===== src/rtl/register_bus_pkg.sv =====
// Shared types and defaults for the register bus arbiter.
//   state_t  : arbiter FSM states
//   master_t : identity of the two bus masters (M0 = ulisp core, M1 = debug/host port)
package register_bus_pkg;

    typedef enum logic [1:0] {
        ST_IDLE    = 2'd0,
        ST_ISSUE   = 2'd1,
        ST_WAIT    = 2'd2,
        ST_RESPOND = 2'd3
    } state_t;

    typedef enum logic {
        M0 = 1'b0,
        M1 = 1'b1
    } master_t;

    localparam int DEFAULT_INDEX_WIDTH = 12;
    localparam int DEFAULT_DATA_WIDTH  = 16;

endpackage


===== src/rtl/rr_arbiter2.sv =====
// Two-way round-robin pick (purely combinational).
// Ports:
//   req0, req1  : request lines of master 0 / master 1
//   last_grant  : master that won the previous arbitration
//   grant       : chosen master; only meaningful when req0 or req1 is high
module rr_arbiter2
    import register_bus_pkg::*;
(
    input  logic    req0,
    input  logic    req1,
    input  master_t last_grant,
    output master_t grant
);

    always_comb begin
        grant = M0;
        if (req0 && req1) begin
            // Tie: the master that did not win last time goes next.
            grant = (last_grant == M0) ? M1 : M0;
        end else if (req1) begin
            grant = M1;
        end else begin
            grant = M0;
        end
    end

endmodule


===== src/rtl/register_bus_arbiter.sv =====
// Shares the peripheral register bus between the ulisp core (m0) and the
// debug/host port (m1). One transaction in flight, round-robin grant,
// variable-latency peripherals via register_ready, timeout with a fixed
// read value. Every output is a register.
// Ports:
//   clk, reset_n                    : clock, asynchronous active-low reset
//   mX_req/write/index/wdata        : master request, held stable until ack
//   mX_ack, mX_rdata                : one-cycle completion pulse and read result
//   register_index/read/write       : bus index and single-cycle strobes
//   register_write_value            : bus write data
//   register_read_value, register_ready : peripheral response
//   bus_timeout                     : one-cycle pulse, coincident with the aborted ack
module register_bus_arbiter
    import register_bus_pkg::*;
#(
    parameter int INDEX_WIDTH    = DEFAULT_INDEX_WIDTH,
    parameter int DATA_WIDTH     = DEFAULT_DATA_WIDTH,
    parameter int TIMEOUT_CYCLES = 15,
    parameter logic [DATA_WIDTH-1:0] TIMEOUT_VALUE = {DATA_WIDTH{1'b1}}
) (
    input  logic                   clk,
    input  logic                   reset_n,
    input  logic                   m0_req,
    input  logic                   m0_write,
    input  logic [INDEX_WIDTH-1:0] m0_index,
    input  logic [DATA_WIDTH-1:0]  m0_wdata,
    output logic                   m0_ack,
    output logic [DATA_WIDTH-1:0]  m0_rdata,
    input  logic                   m1_req,
    input  logic                   m1_write,
    input  logic [INDEX_WIDTH-1:0] m1_index,
    input  logic [DATA_WIDTH-1:0]  m1_wdata,
    output logic                   m1_ack,
    output logic [DATA_WIDTH-1:0]  m1_rdata,
    output logic [INDEX_WIDTH-1:0] register_index,
    output logic                   register_read,
    output logic                   register_write,
    output logic [DATA_WIDTH-1:0]  register_write_value,
    input  logic [DATA_WIDTH-1:0]  register_read_value,
    input  logic                   register_ready,
    output logic                   bus_timeout
);

    localparam int CNT_W = $clog2(TIMEOUT_CYCLES + 1);
    localparam logic [CNT_W-1:0] TIMEOUT_CNT = CNT_W'(TIMEOUT_CYCLES);

    state_t                         state_reg,      state_next;
    logic [CNT_W-1:0]               cnt_reg,        cnt_next;
    master_t                        last_grant_reg, last_grant_next;
    master_t                        owner_reg,      owner_next;
    logic                           write_reg,      write_next;
    logic [INDEX_WIDTH-1:0]         index_reg,      index_next;
    logic [DATA_WIDTH-1:0]          wvalue_reg,     wvalue_next;
    logic                           rd_stb_reg,     rd_stb_next;
    logic                           wr_stb_reg,     wr_stb_next;
    logic [1:0]                     ack_reg,        ack_next;
    logic [1:0][DATA_WIDTH-1:0]     rdata_reg,      rdata_next;
    logic                           timeout_reg,    timeout_next;

    master_t pick;

    rr_arbiter2 u_rr (
        .req0       (m0_req),
        .req1       (m1_req),
        .last_grant (last_grant_reg),
        .grant      (pick)
    );

    always_ff @(posedge clk or negedge reset_n) begin
        if (!reset_n) begin
            state_reg      <= ST_IDLE;
            cnt_reg        <= '0;
            last_grant_reg <= M1;       // m0 wins the first tie
            owner_reg      <= M0;
            write_reg      <= 1'b0;
            index_reg      <= '0;
            wvalue_reg     <= '0;
            rd_stb_reg     <= 1'b0;
            wr_stb_reg     <= 1'b0;
            ack_reg        <= '0;
            rdata_reg      <= '0;
            timeout_reg    <= 1'b0;
        end else begin
            state_reg      <= state_next;
            cnt_reg        <= cnt_next;
            last_grant_reg <= last_grant_next;
            owner_reg      <= owner_next;
            write_reg      <= write_next;
            index_reg      <= index_next;
            wvalue_reg     <= wvalue_next;
            rd_stb_reg     <= rd_stb_next;
            wr_stb_reg     <= wr_stb_next;
            ack_reg        <= ack_next;
            rdata_reg      <= rdata_next;
            timeout_reg    <= timeout_next;
        end
    end

    // The *_next strobe/ack/rdata values are what the bus sees in the
    // following cycle, so each transition sets up the outputs of the state
    // being entered.
    always_comb begin
        state_next      = state_reg;
        cnt_next        = cnt_reg;
        last_grant_next = last_grant_reg;
        owner_next      = owner_reg;
        write_next      = write_reg;
        index_next      = index_reg;
        wvalue_next     = wvalue_reg;
        rd_stb_next     = 1'b0;
        wr_stb_next     = 1'b0;
        ack_next        = '0;
        rdata_next      = '0;
        timeout_next    = 1'b0;

        case (state_reg)
            ST_IDLE: begin
                cnt_next = '0;
                if (m0_req || m1_req) begin
                    owner_next      = pick;
                    last_grant_next = pick;
                    write_next      = (pick == M1) ? m1_write : m0_write;
                    index_next      = (pick == M1) ? m1_index : m0_index;
                    wvalue_next     = (pick == M1) ? m1_wdata : m0_wdata;
                    rd_stb_next     = (pick == M1) ? !m1_write : !m0_write;
                    wr_stb_next     = (pick == M1) ? m1_write : m0_write;
                    cnt_next        = CNT_W'(1);
                    state_next      = ST_ISSUE;
                end
            end

            ST_ISSUE, ST_WAIT: begin
                // Ready takes priority over the timeout in the last allowed cycle.
                if (register_ready) begin
                    state_next            = ST_RESPOND;
                    ack_next[owner_reg]   = 1'b1;
                    rdata_next[owner_reg] = write_reg ? '0 : register_read_value;
                end else if (cnt_reg == TIMEOUT_CNT) begin
                    state_next            = ST_RESPOND;
                    ack_next[owner_reg]   = 1'b1;
                    rdata_next[owner_reg] = TIMEOUT_VALUE;
                    timeout_next          = 1'b1;
                end else begin
                    cnt_next   = cnt_reg + CNT_W'(1);
                    state_next = ST_WAIT;
                end
            end

            ST_RESPOND: begin
                // One cycle here lets the master drop req before IDLE samples it.
                cnt_next   = '0;
                state_next = ST_IDLE;
            end

            default: begin
                state_next = ST_IDLE;
                cnt_next   = '0;
            end
        endcase
    end

    assign register_index       = index_reg;
    assign register_write_value = wvalue_reg;
    assign register_read        = rd_stb_reg;
    assign register_write       = wr_stb_reg;
    assign bus_timeout          = timeout_reg;
    assign m0_ack               = ack_reg[0];
    assign m1_ack               = ack_reg[1];
    assign m0_rdata             = rdata_reg[0];
    assign m1_rdata             = rdata_reg[1];

endmodule


===== config.mk =====
export PLATFORM = sky130hd
export DESIGN_NAME = register_bus_arbiter
export DESIGN_NICKNAME = d
export VERILOG_FILES = /design/src/rtl/register_bus_pkg.sv /design/src/rtl/rr_arbiter2.sv /design/src/rtl/register_bus_arbiter.sv
export SDC_FILE = /design/constraint.sdc
export NUM_CORES = 1
export LEC_CHECK = 0
export ABC_AREA = 1
export CAP_MARGIN = 40
export CORE_MARGIN = 2
export CORE_UTILIZATION = 38
export CTS_BUF_LIST = sky130_fd_sc_hd__clkbuf_16
export DETAILED_ROUTE_END_ITERATION = 6
export HOLD_SLACK_MARGIN = 0.12
export PLACE_DENSITY_LB_ADDON = 0.12
export SLEW_MARGIN = 20
export SYNTH_ARGS = -nofsm -noshare
export SYNTH_HDL_FRONTEND = slang
export SYNTH_HIERARCHICAL = 1
export SYNTH_SLANG_ARGS = --single-unit

===== constraint.sdc =====
create_clock -name clk -period 1.7 [get_ports clk]
set_clock_uncertainty 0.2 [all_clocks]
set_input_delay 0.17 -clock clk [delete_from_list [all_inputs] [get_ports clk]]
set_output_delay 0.17 -clock clk [all_outputs]
set_load 0.01 [all_outputs]

=== Word level (Yosys, flattened, before mapping) ===
Index checks and enable logic that the tools add are counted.

* Add/subtract/negate cells: 1
* Magnitude comparators: 2
* Eq/ne operators: 7
* Muxes and demuxes: 33
* Bitwise gates (word level): 1
* Reduce and logical (&&, ||, !) cells: 9

{| class="wikitable"
|+ Operator list
! operator !! count
|-
| $mux 32 || 3
|-
| $mux 16 || 3
|-
| $and 32x32->32 || 1
|-
| $demux 16 s1 || 1
|-
| $mux 1 || 16
|-
| $mux 12 || 1
|-
| $pmux 4 s3 || 1
|-
| $mux 2 || 4
|-
| $mux 4 || 2
|-
| $ne 2x2->1 const B || 3
|-
| $pmux 2 s3 || 1
|-
| $add 4x1->4 const B || 1
|-
| $eq 2x2->1 const B || 2
|-
| $eq 4x4->1 const B || 1
|-
| $reduce_and 2->1 || 2
|-
| $eq 2x1->1 const B || 1
|-
| $logic_and 1x1->1 || 2
|-
| $logic_not 1->1 || 2
|-
| $logic_not 2->1 || 1
|-
| $lt 1x2->1 const B || 1
|-
| $reduce_or 2->1 || 1
|-
| $demux 1 s1 || 1
|-
| $ge 1x1->1 const B || 1
|-
| $logic_or 1x1->1 || 1
|}

* Flip-flop bits (word level): 74
* Bits of input ports: 79
* Logic and storage cells: 66

=== Depth between registers and ports, before layout ===
* Depth in word-level cells: 7
* Depth in mapped cells: 8
* Mapped depth without buffers: 7

=== By module ===
The synthesis kept the hierarchy.

{| class="wikitable"
|+ Modules (own cells, without submodules)
! module !! times used !! cells an instance !! area an instance (sq um)
|-
| register_bus_arbiter || 1 || 404 || 3337.0
|-
| rr_arbiter2 || 1 || 2 || 12.5
|}

=== Worst setup path after synthesis ===
No wires, ideal clock.

* Kind: reg-to-reg
* Start point: register state_reg[0]
* End point: register rdata_reg (netlist bit m1_rdata[0])
* Library setup time: 0.119 ns
* Arrival time: 1.363 ns
* Path slack: 0.018 ns
* Cell stages (with the launch flop): 9
* Buffers on the path: 2
* Period minus slack after synthesis: 1.682 ns
* Cell sequence: dfrtp_1 > inv_1 > ha_1 > buf_4 > nand2_1 > inv_1 > buf_4 > a21oi_1 > nor2_1

{| class="wikitable"
|+ RTL lines
! element !! RTL line !! source
|-
| start: declaration || register_bus_arbiter.sv:47 || <nowiki>state_t state_reg, state_next;</nowiki>
|-
| start signal: assignment || register_bus_arbiter.sv:84 || <nowiki>state_reg <= state_next;</nowiki>
|-
| end signal: assignment || register_bus_arbiter.sv:94 || <nowiki>rdata_reg <= rdata_next;</nowiki>
|-
| end: declaration || register_bus_arbiter.sv:57 || <nowiki>logic [1:0][DATA_WIDTH-1:0] rdata_reg, rdata_next;</nowiki>
|}

==> results.toml <==
[cts]
clock_tree.buffer_depth = 2
htree_num_levels = 3
cts_buffers = 9
clock-sinks = 74
worst_setup_hold_path_clk_slew_ns = 0.06
worst_skew_pair.late_latency_ns = 0.33
root_buffer = "sky130_fd_sc_hd__clkbuf_16"
tritoncts_clock_tree = "yes"

[routing]
drt-total-wl_um = 8860
route.vias.total = 3140
first_pass_iters = 4
routed_via_density = 4.58
ant_nets = 0
detail_route.wl_per_cell_um = 12.9
remaining_routing_drc_violations = 0
drt_iter0_drc = 52

[logic_synthesis]
ys_ff_latch = 74
part_of_the_yosys_area_used_for_sequential_elements_pct = 55.3
netlist_instances = 406
synth_cell_type_count = 22
synth_fp_nets = 489
ys_warn_count = 6
netlist_area_um2 = 3350
postSynthAreaPerCell_um2 = 8.25
count_of_flip_flops_with_a_built_in_enable_after_synthesis = 0
synth_ff_type = "sky130_fd_sc_hd__dfrtp_1"
postSynth.asyncResetShare_pct = 100

[worst_setup_path]
kind_of_cell_adding_the_most_delay_to_the_critical_path = "buffers and inverters"
crit_slowest_cell = "sky130_fd_sc_hd__dfrtp_1"
criticalPathCategory = "reg2reg"
worst-r2r-setup-slack_ns = 0.008
timing.critical_path.arrival_ns = 1.69
critical_path.reg2reg.endpoint = "m1_rdata[10]$_DFF_PN0_"
endpoint_kind = "register"
crit-reg2reg-launch = "state_reg[1]$_DFFE_PN0P_"
worstPathBufferInverterCount = 4
timing.critical_path.cells = "inv_2 > ha_4 > buf_6 > nand2_4 > clkinvlp_4 > buf_12 > a21oi_1 > nor2_1"
critical_path.startpoint_type = "register"
worst-path-max-fanout = 16
reg2regPathDepth = 8
crit_path_max_incr_delay_ns = 0.39
worstPathRequired_ns = 1.70

[global_routing]
number_of_global_route_vias_before_repair = 3101
grt_remaining_overflow = 0
wire_length_of_the_first_global_routing_pass_um = 14500
grt_antenna_before_repair = 0
grt_usage_pct = 18.6
pin_count_of_the_biggest_net_entering_global_routing = 41

[die]
die_w_um = 97.9
fp.coreArea_um2 = 8640
placement_rows = 34
initial_core_util_pct = 38.8
die-area_um2 = 9580
boundaryPins = 144
floorplan.die.height_um = 97.9

[cells_and_area]
area_growth_syn_to_layout_pct = 67.9
finalInstanceArea_um2 = 5620
postLayoutCoreUtil_pct = 65.1
layout-drive-gt1-share_pct = 14.0
num_antenna_cells = 0
layout.nets = 656
number_of_standard_cells_in_the_layout_taps_in_and_fillers_out = 686
most_common_library_cell_in_the_layout_ignoring_fill_and_taps = "sky130_fd_sc_hd__clkdlybuf4s50_1"
mostFrequentLayoutCells = "sky130_fd_sc_hd__clkdlybuf4s50_1 (142), sky130_fd_sc_hd__nor2_1 (80), sky130_fd_sc_hd__dfrtp_1 (73)"

[timing]
finalHoldViolCount = 0
maxClockFrequency_ghz = 0.591
maxSlewViolCount = 0
worstMarginPinSlew_ns = 0.577
fraction_of_the_cycle_the_final_worst_path_needs_pct = 99.5
period_minus_slack_ns = 1.69
slew-limit-headroom_pct = 61.5
rsz0062_at_grt = "true"
finalHoldWorstSlack_ns = 0.113
report.final.setup_viol = 0

[placed_design]
gpl.final_weighted_congestion = 0.771
place.detailed.hpwl_um = 6150
placedCellCount = 654
buffer_ports.inserted = 143
post_dp_cell_area_um2 = 4990

[outcome]
outcome = "completed"

[worst_hold_path]
hold_path_class = "in2async"

[job]
timing.max_cap.violations = 0

[pwr]
cell_area_power_density_nw_per_um2 = 1720
leakage_nw = 2.60
power.ir.vdd_worst_v = 0.000871
==> per-layer routing <==
layer	track usage (%)	vias up	part of all wire (%)
met1	23.2	1440	43
li1	-	1602	-
met4	4.38	0	0.95
met2	31.8	92	49
met5	0	-	0
met3	5.73	6	6.6
==> worst max-delay path by stage <==
stage | slack (ns) | cells past startpoint | endpoint | start
after global routing | -0.04 | 8 | register_write_value[2]$_DFFE_PN0P_ | state_reg[1]$_DFFE_PN0P_
final | 0.008 | 8 | m1_rdata[10]$_DFF_PN0_ | state_reg[1]$_DFFE_PN0P_
after global placement | -0.37 | 6 | m0_rdata[10]$_DFF_PN0_ | state_reg[0]$_DFFE_PN0P_
after floorplan | 0.02 | 8 | m1_rdata[0]$_DFF_PN0_ | state_reg[0]$_DFFE_PN0P_
after detailed placement | -0.31 | 7 | m0_rdata[7]$_DFF_PN0_ | state_reg[0]$_DFFE_PN0P_
after CTS | -0.004 | 8 | m0_rdata[15]$_DFF_PN0_ | state_reg[1]$_DFFE_PN0P_
==> cell type report <==
type / count / area (um2)
fillers: 698 / 3010
clock inverters: 7 / 92.6
clock buffers: 9 / 225
flip-flops and latches: 74 / 1850
well taps: 108 / 135
inverters: 59 / 225
repair buffers: 178 / 1820
multi-input cells: 251 / 1280
==> metrics by stage <==
step	setup WS (ns)	power (mW)	setup TNS, ns
final	0.00847	9.69	0
after global routing	-0.0387	10.4	-0.650
after CTS	-0.00421	9.33	-0.00421
after detailed placement	-0.312	6.87	-7.69
after global placement	-0.369	6.77	-11.17
after floorplan	0.0184	4.85	0
==> where the power goes <==
part           total [mW]  leakage [nW]  switching, mW  internal (mW)
clock                2.00         0.155          0.713           1.28
sequential           2.83         0.914          0.385           2.45
combinational        4.87          1.53           2.31           2.55
==> logic make-up (layout without fill, tap and decap cells) <==
family	count (synthesis)	after routing	synth area share [%]
simple gates	150	150	18.1
flops	74	74	55.3
compound gates	97	97	14.8
buf+inv	81	253	10.3
fa+ha+maj	4	4	1.49
==> timing repair <==
action                                 in CTS  in global routing
pin swaps                                   4                 10
buffers inserted                            8                  5
setup endpoints to repair                  41                 63
hold buffers                                1                  0
gates resized for setup                     9                 26
cloned                                      0                  2
endpoints found under the hold margin      74                  0
==> Yosys cell counts (2+ instances only) <==
cell / number / area, um2
sky130_fd_sc_hd__nand2_1: 49 / 184
sky130_fd_sc_hd__nor2_1: 82 / 308
sky130_fd_sc_hd__nand3_1: 10 / 50.1
sky130_fd_sc_hd__clkbuf_1: 6 / 22.5
sky130_fd_sc_hd__dfrtp_1: 73 / 1830
sky130_fd_sc_hd__inv_1: 58 / 218
sky130_fd_sc_hd__o21ai_2: 2 / 17.5
sky130_fd_sc_hd__buf_4: 3 / 22.5
sky130_fd_sc_hd__ha_1: 4 / 50.1
sky130_fd_sc_hd__a21oi_1: 60 / 300
sky130_fd_sc_hd__nor2_2: 2 / 12.5
sky130_fd_sc_hd__buf_2: 11 / 55.1
sky130_fd_sc_hd__buf_6: 2 / 22.5
sky130_fd_sc_hd__o21ai_0: 34 / 170
sky130_fd_sc_hd__nor3_1: 3 / 15.0
Note: power is estimated with default switching activity, not from simulation.
==> patch 1, RTL diff (config.mk and constraints unchanged) <==
Register the output `bus_timeout` once more, cleared by the reset; this adds one clock of latency there. The other outputs are not delayed to match. Comments in the files are not updated.
--- a/src/rtl/register_bus_arbiter.sv
+++ b/src/rtl/register_bus_arbiter.sv
@@ -163,7 +163,13 @@
     assign register_write_value = wvalue_reg;
     assign register_read        = rd_stb_reg;
     assign register_write       = wr_stb_reg;
-    assign bus_timeout          = timeout_reg;
+    always_ff @(posedge clk or negedge reset_n) begin
+        if (!reset_n) begin
+            bus_timeout <= '0;
+        end else begin
+            bus_timeout <= timeout_reg;
+        end
+    end
     assign m0_ack               = ack_reg[0];
     assign m1_ack               = ack_reg[1];
     assign m0_rdata             = rdata_reg[0];
Behaviour: no difference found for any inputs over 10 cycles, from zero or initial values and one cycle with reset_n low; that may be too few to reach the edited logic, so the function may still have changed.
==> patch 1 against the unedited design <==
Sequential cell count grew 1. Total power grew 7.9%. Area after synthesis grew 4.4%. Sequential share of layout area shrank 0.94 points. First-iteration DRC count grew 110%. Largest power group unchanged. Fmax shrank 0.26%. Global-route usage is essentially flat. Cell area grew 4.3%. Via count grew 2.8%. Utilization grew 1.5 points. Routed wire length grew 12%. Setup slack lost 0.0044 ns. Sequential power is essentially flat.
==> patch 1: results (changes against the unedited design) <==
outcome=completed; kind of critical path=flop to flop; postcts setup bufs=3 (-5); number of CTS-inserted buffers=9 (unchanged); Clock Latency Late Sink=0.33 ns (about the same); Reg power frac=0.270 (-0.022); vias=3227 (+2.8%); predominant post-synthesis flop cell=dfrtp_1; syn_area_per_cell=8.589 um2 (+4.1%); WHS Endpoint=bus_timeout$_DFF_PN0_; post_cts resized=10 (+1); Min Hold Slack=0.1493 ns (+0.03586 ns); Total GRT Usage=0.1855 (-0.0004730); maximum vdd drop=0.0009798 V (+13%); Sw Share=0.3715 (+0.01961); Post-Layout Cell Count=682 (-0.58%); synth unique cells=25 (+14%); largest net degree at the start of global routing=44 (+7.3%); fill count=707 (+1.3%); Met2 Wirelength=4.940 mm (+13%); detailed placement HPWL=6.455 mm (+5.0%); Tmin final=1.696 ns (+0.004419 ns); vias in the first global route=3015 (-2.8%); Clock Power Share=0.205; global placement routability congestion=0.7668 (-0.60%); Lkg Pwr=2.635 nW (+1.5%); Worst Hold Class=flop to flop; cts hold-fix bufs=2 (+1); GR Util met1=0.2260 (-0.005915); n_diodes=0 (unchanged); r2r endpoint=m0_rdata[1]$_DFF_PN0_; Clock Path Buffers=2 (unchanged); Setup TNS Final=0 ns (unchanged); CP Max Fanout=8 (-8); Reg2Reg Depth=8 (unchanged); first-pass GRT wire length=14.46 mm (about the same); Pint=6.572 mW (+4.6%); top cells by area, synth=dfrtp_1, a21oi_1, nor2_1, inv_1, nand2_1; hold path cells=0; hold path start=timeout_reg$_DFF_PN0_; placed instance count=655 (+0.15%); initial DRC count=108 (+110%); Area after DPL=5135 um2 (+2.9%); Final #Nets=652 (-0.61%); crit path DAT=1.75 ns (+0.06 ns); Syn Nets=490 (+0.20%); wire length on met3=527 um (-9.8%); post-synthesis sequential area ratio=0.5372 (-0.01601); GR Layer Usage met3=0.04109 (-0.01618); WL final=9.880 mm (+12%); pre-CTS WS=-0.2985 ns (+0.01383 ns); YS warnings=6 (unchanged); Metal-1 WL=4.174 mm (+9.2%); initial antenna violation count=0 (unchanged); relative max-transition margin=0.7487 (+0.1336); leading cell types by count after synthesis=dfrtp_1, nor2_1, a21oi_1, inv_1, nand2_1; share of cells above drive strength 1=0.1882 (+0.04801); met2 Use GR=0.3176 (about the same)
patch 1: cell type report:
| cell class | count | area (um2) | share of cell area |
|---|---|---|---|
| inverters | 59 | 229.0 | 0.03902 |
| multi-input cells | 251 | 1473 | 0.2510 |
| repair buffers | 172 | 1805 | 0.3077 |
| flip-flops and latches | 75 | 1878 | 0.3200 |
| well taps | 108 | 135.1 | 0.02303 |
| clock buffers | 9 | 225.2 | 0.03838 |
| clock inverters | 7 | 116.4 | 0.01983 |
| repair inverters | 1 | 6.256 | 0.001066 |
patch 1: cells by family (layout without fill, tap and decap cells):
kind of cell    count (synthesis)  count (layout)  share of synthesized area
simple gates                  150             150                     0.2033
compound gates                 97              97                     0.1442
buf+inv                        81             248                     0.1009
flops                          75              75                     0.5372
fa+ha+maj                       4               4                    0.01432
patch 1: worst max-delay path, stage by stage (launching register included):
cell and delay, ns:
dfrtp_1 0.36, inv_2 0.06, ha_4 0.26, inv_2 0.05, buf_6 0.12, nor2_4 0.17, clkbuf_16 0.22, a21oi_1 0.07
nor2_1 0.11
==> patch 2, RTL diff (config.mk and constraints unchanged) <==
Without the edit above. Change the package constant `DEFAULT_INDEX_WIDTH` from 12 to 11.
--- a/src/rtl/register_bus_pkg.sv
+++ b/src/rtl/register_bus_pkg.sv
@@ -15,7 +15,7 @@
         M1 = 1'b1
     } master_t;
 
-    localparam int DEFAULT_INDEX_WIDTH = 12;
+    localparam int DEFAULT_INDEX_WIDTH = 11;
     localparam int DEFAULT_DATA_WIDTH  = 16;
 
 endpackage
Interface: changed (resized m0_index, m1_index and register_index); port bits go from 144 to 141. The function was not compared with the original's and may differ.
==> patch 2 against the unedited design <==
Routed wire length grew 2.9%. Count of clock-buffer cells in the layout is the same. Fmax shrank 1.4%. Global-route usage shrank 0.60 points. The flow now finishes with violations (negative setup slack). Cell area grew 0.22%. Total power grew 1.6%. Sequential cell count shrank 1. Highest routed layer unchanged. Area after synthesis shrank 1.8%. Critical path depth is the same. Setup slack lost 0.023 ns. Cell count shrank 2.6%.
==> patch 2: results (changes against the unedited design) <==
highest routed layer=met4; Setup TNS Final=-0.07581 ns (-0.07581 ns); global placement routability congestion=0.7823 (+1.4%); Area after DPL=4896 um2 (-1.9%); n_diodes=0 (unchanged); syn_area_per_cell=8.227 um2 (-0.28%); Final #Nets=639 (-2.6%); synth unique cells=21 (-4.5%); Sw Share=0.3653 (+0.01337); YS warnings=6 (unchanged); fin worst setup slack=-0.01500 ns (-0.02347 ns); post-synthesis sequential area ratio=0.5555 (+0.002282); largest net degree at the start of global routing=74 (+80%); ys async rst share=1.000 (unchanged); first-pass GRT wire length=13.81 mm (-4.4%); outcome=finished with violations; Total GRT Usage=0.1800 (-0.005974); Critical Path Start=state_reg[0]$_DFFE_PN0P_; detailed placement HPWL=5.983 mm (-2.7%); Clock Path Buffers=2 (unchanged); CP Capture Point=m1_rdata[4]$_DFF_PN0_; number of CTS-inserted buffers=9 (unchanged); crit path DAT=1.71 ns (+0.02 ns); leading cell types by count after synthesis=nor2_1, dfrtp_1, a21oi_1, inv_1, nand2_1; Lkg Pwr=2.567 nW (-1.2%); vias=3143 (+0.096%); Metal-1 WL=3.801 mm (-0.60%); initial DRC count=87 (+67%); maximum vdd drop=0.0007296 V (-16%); Wirelength per Cell=13.65 um (+5.7%); Root Buffer=clkbuf_16; violated checks=negative setup slack; Vias/cell=4.705 (+2.8%); fill count=681 (-2.4%); relative max-transition margin=0.6227 (+0.007550); initial antenna violation count=0 (unchanged); vias in the first global route=2972 (-4.2%); wire length on met3=777 um (+33%); top cells by area, synth=dfrtp_1, nor2_1, a21oi_1, inv_1, nand2_1; Syn Nets=481 (-1.6%); Met2 Wirelength=4.404 mm (+0.87%); H-tree Lvls=3 (unchanged); Clock Latency Late Sink=0.33 ns (about the same); # setup viols final=10 (+10); share of cells above drive strength 1=0.1563 (+0.01617); CP Max Fanout=8 (-8); port buffer count=140 (-2.1%)
patch 2: changes by cell type after synthesis:
cell,unedited run,this run
buf_2,11,13
buf_4,3,1
a21oi_1,60,59
dfrtp_1,73,72
inv_1,58,57
nand2_1,49,48
nor2_4,1,0
o21ai_0,34,33
patch 2: logic make-up (layout without fill, tap and decap cells):
family | Yosys count | in the layout | share of synthesized area
DFF | 73 | 73 | 0.5555
buffers and inverters | 80 | 243 | 0.1019
and+or+nand+nor | 148 | 148 | 0.1795
AOI/OAI and AO/OA | 95 | 95 | 0.1479
adders and majority gates | 4 | 4 | 0.01521
patch 2: what timing repair did:
item	4_1_cts	5_1_grt
gates cloned	0	5
pin swaps	3	24
hold buffers	1	0
resized for setup	13	37
hold endpoints to repair	73	0
endpoints found under the setup margin	32	59
buffers inserted	4	5
patch 2: worst min path at each step:
stage	slack (ns)	from	end	cells after the start
3_3_place_gp	0.003	reset_n	ack_reg[0]$_DFF_PN0_	2
3_5_place_dp	0.02	reset_n	ack_reg[1]$_DFF_PN0_	2
4_1_cts	0.22	reset_n	m0_rdata[5]$_DFF_PN0_	3
6_report	0.21	reset_n	cnt_reg[3]$_DFFE_PN0P_	3
5_1_grt	0.26	reset_n	register_write_value[13]$_DFFE_PN0P_	3
2_1_floorplan	-0.33	reset_n	ack_reg[0]$_DFF_PN0_	0
patch 2: area by class of cell:
type / count / area, um2 / area share
clock inverter: 7 / 71.32 / 0.01265
clock buffer: 9 / 225.2 / 0.03996
multi-input combinational: 247 / 1346 / 0.2388
timing repair buffer: 169 / 1813 / 0.3216
inverter: 58 / 221.5 / 0.03929
tap: 105 / 131.4 / 0.02331
sequential: 73 / 1828 / 0.3243
patch 2: metrics by stage:
stage            util  hold slack, ns  worst slack (ns)
6_report       0.6792          0.2089          -0.01500
5_1_grt        0.6792          0.2619          -0.09540
4_1_cts        0.6382          0.2207          0.001672
3_5_place_dp   0.5899         0.02165           -0.2344
3_3_place_gp   0.5881        0.003362           -0.3701
2_1_floorplan       -         -0.3256           0.01066
patch 2: power groups by stage:
stage	logic (mW)	clock network (mW)	registers [mW]
CTS	4.32	1.89	2.79
global placement	3.88	0	2.79
detailed placement	4.00	0	2.80
finish	5.19	1.86	2.80
global route	5.61	1.95	2.88
floorplan	1.76	0	3.01
patch 2: worst max-delay path: stages (launching register included):
cell and delay (ns):
dfrtp_1 0.39, inv_2 0.08, ha_4 0.21, buf_8 0.12
nand2_4 0.07, clkinvlp_4 0.14, buf_12 0.18, a21oi_4 0.13
nor2_2 0.05
patch 2: per-layer routing:
metal,GRT usage,up-vias
met5,0,-
met4,0.07042,0
met3,0.06691,11
met2,0.2938,129
met1,0.2165,1438
li1,-,1565
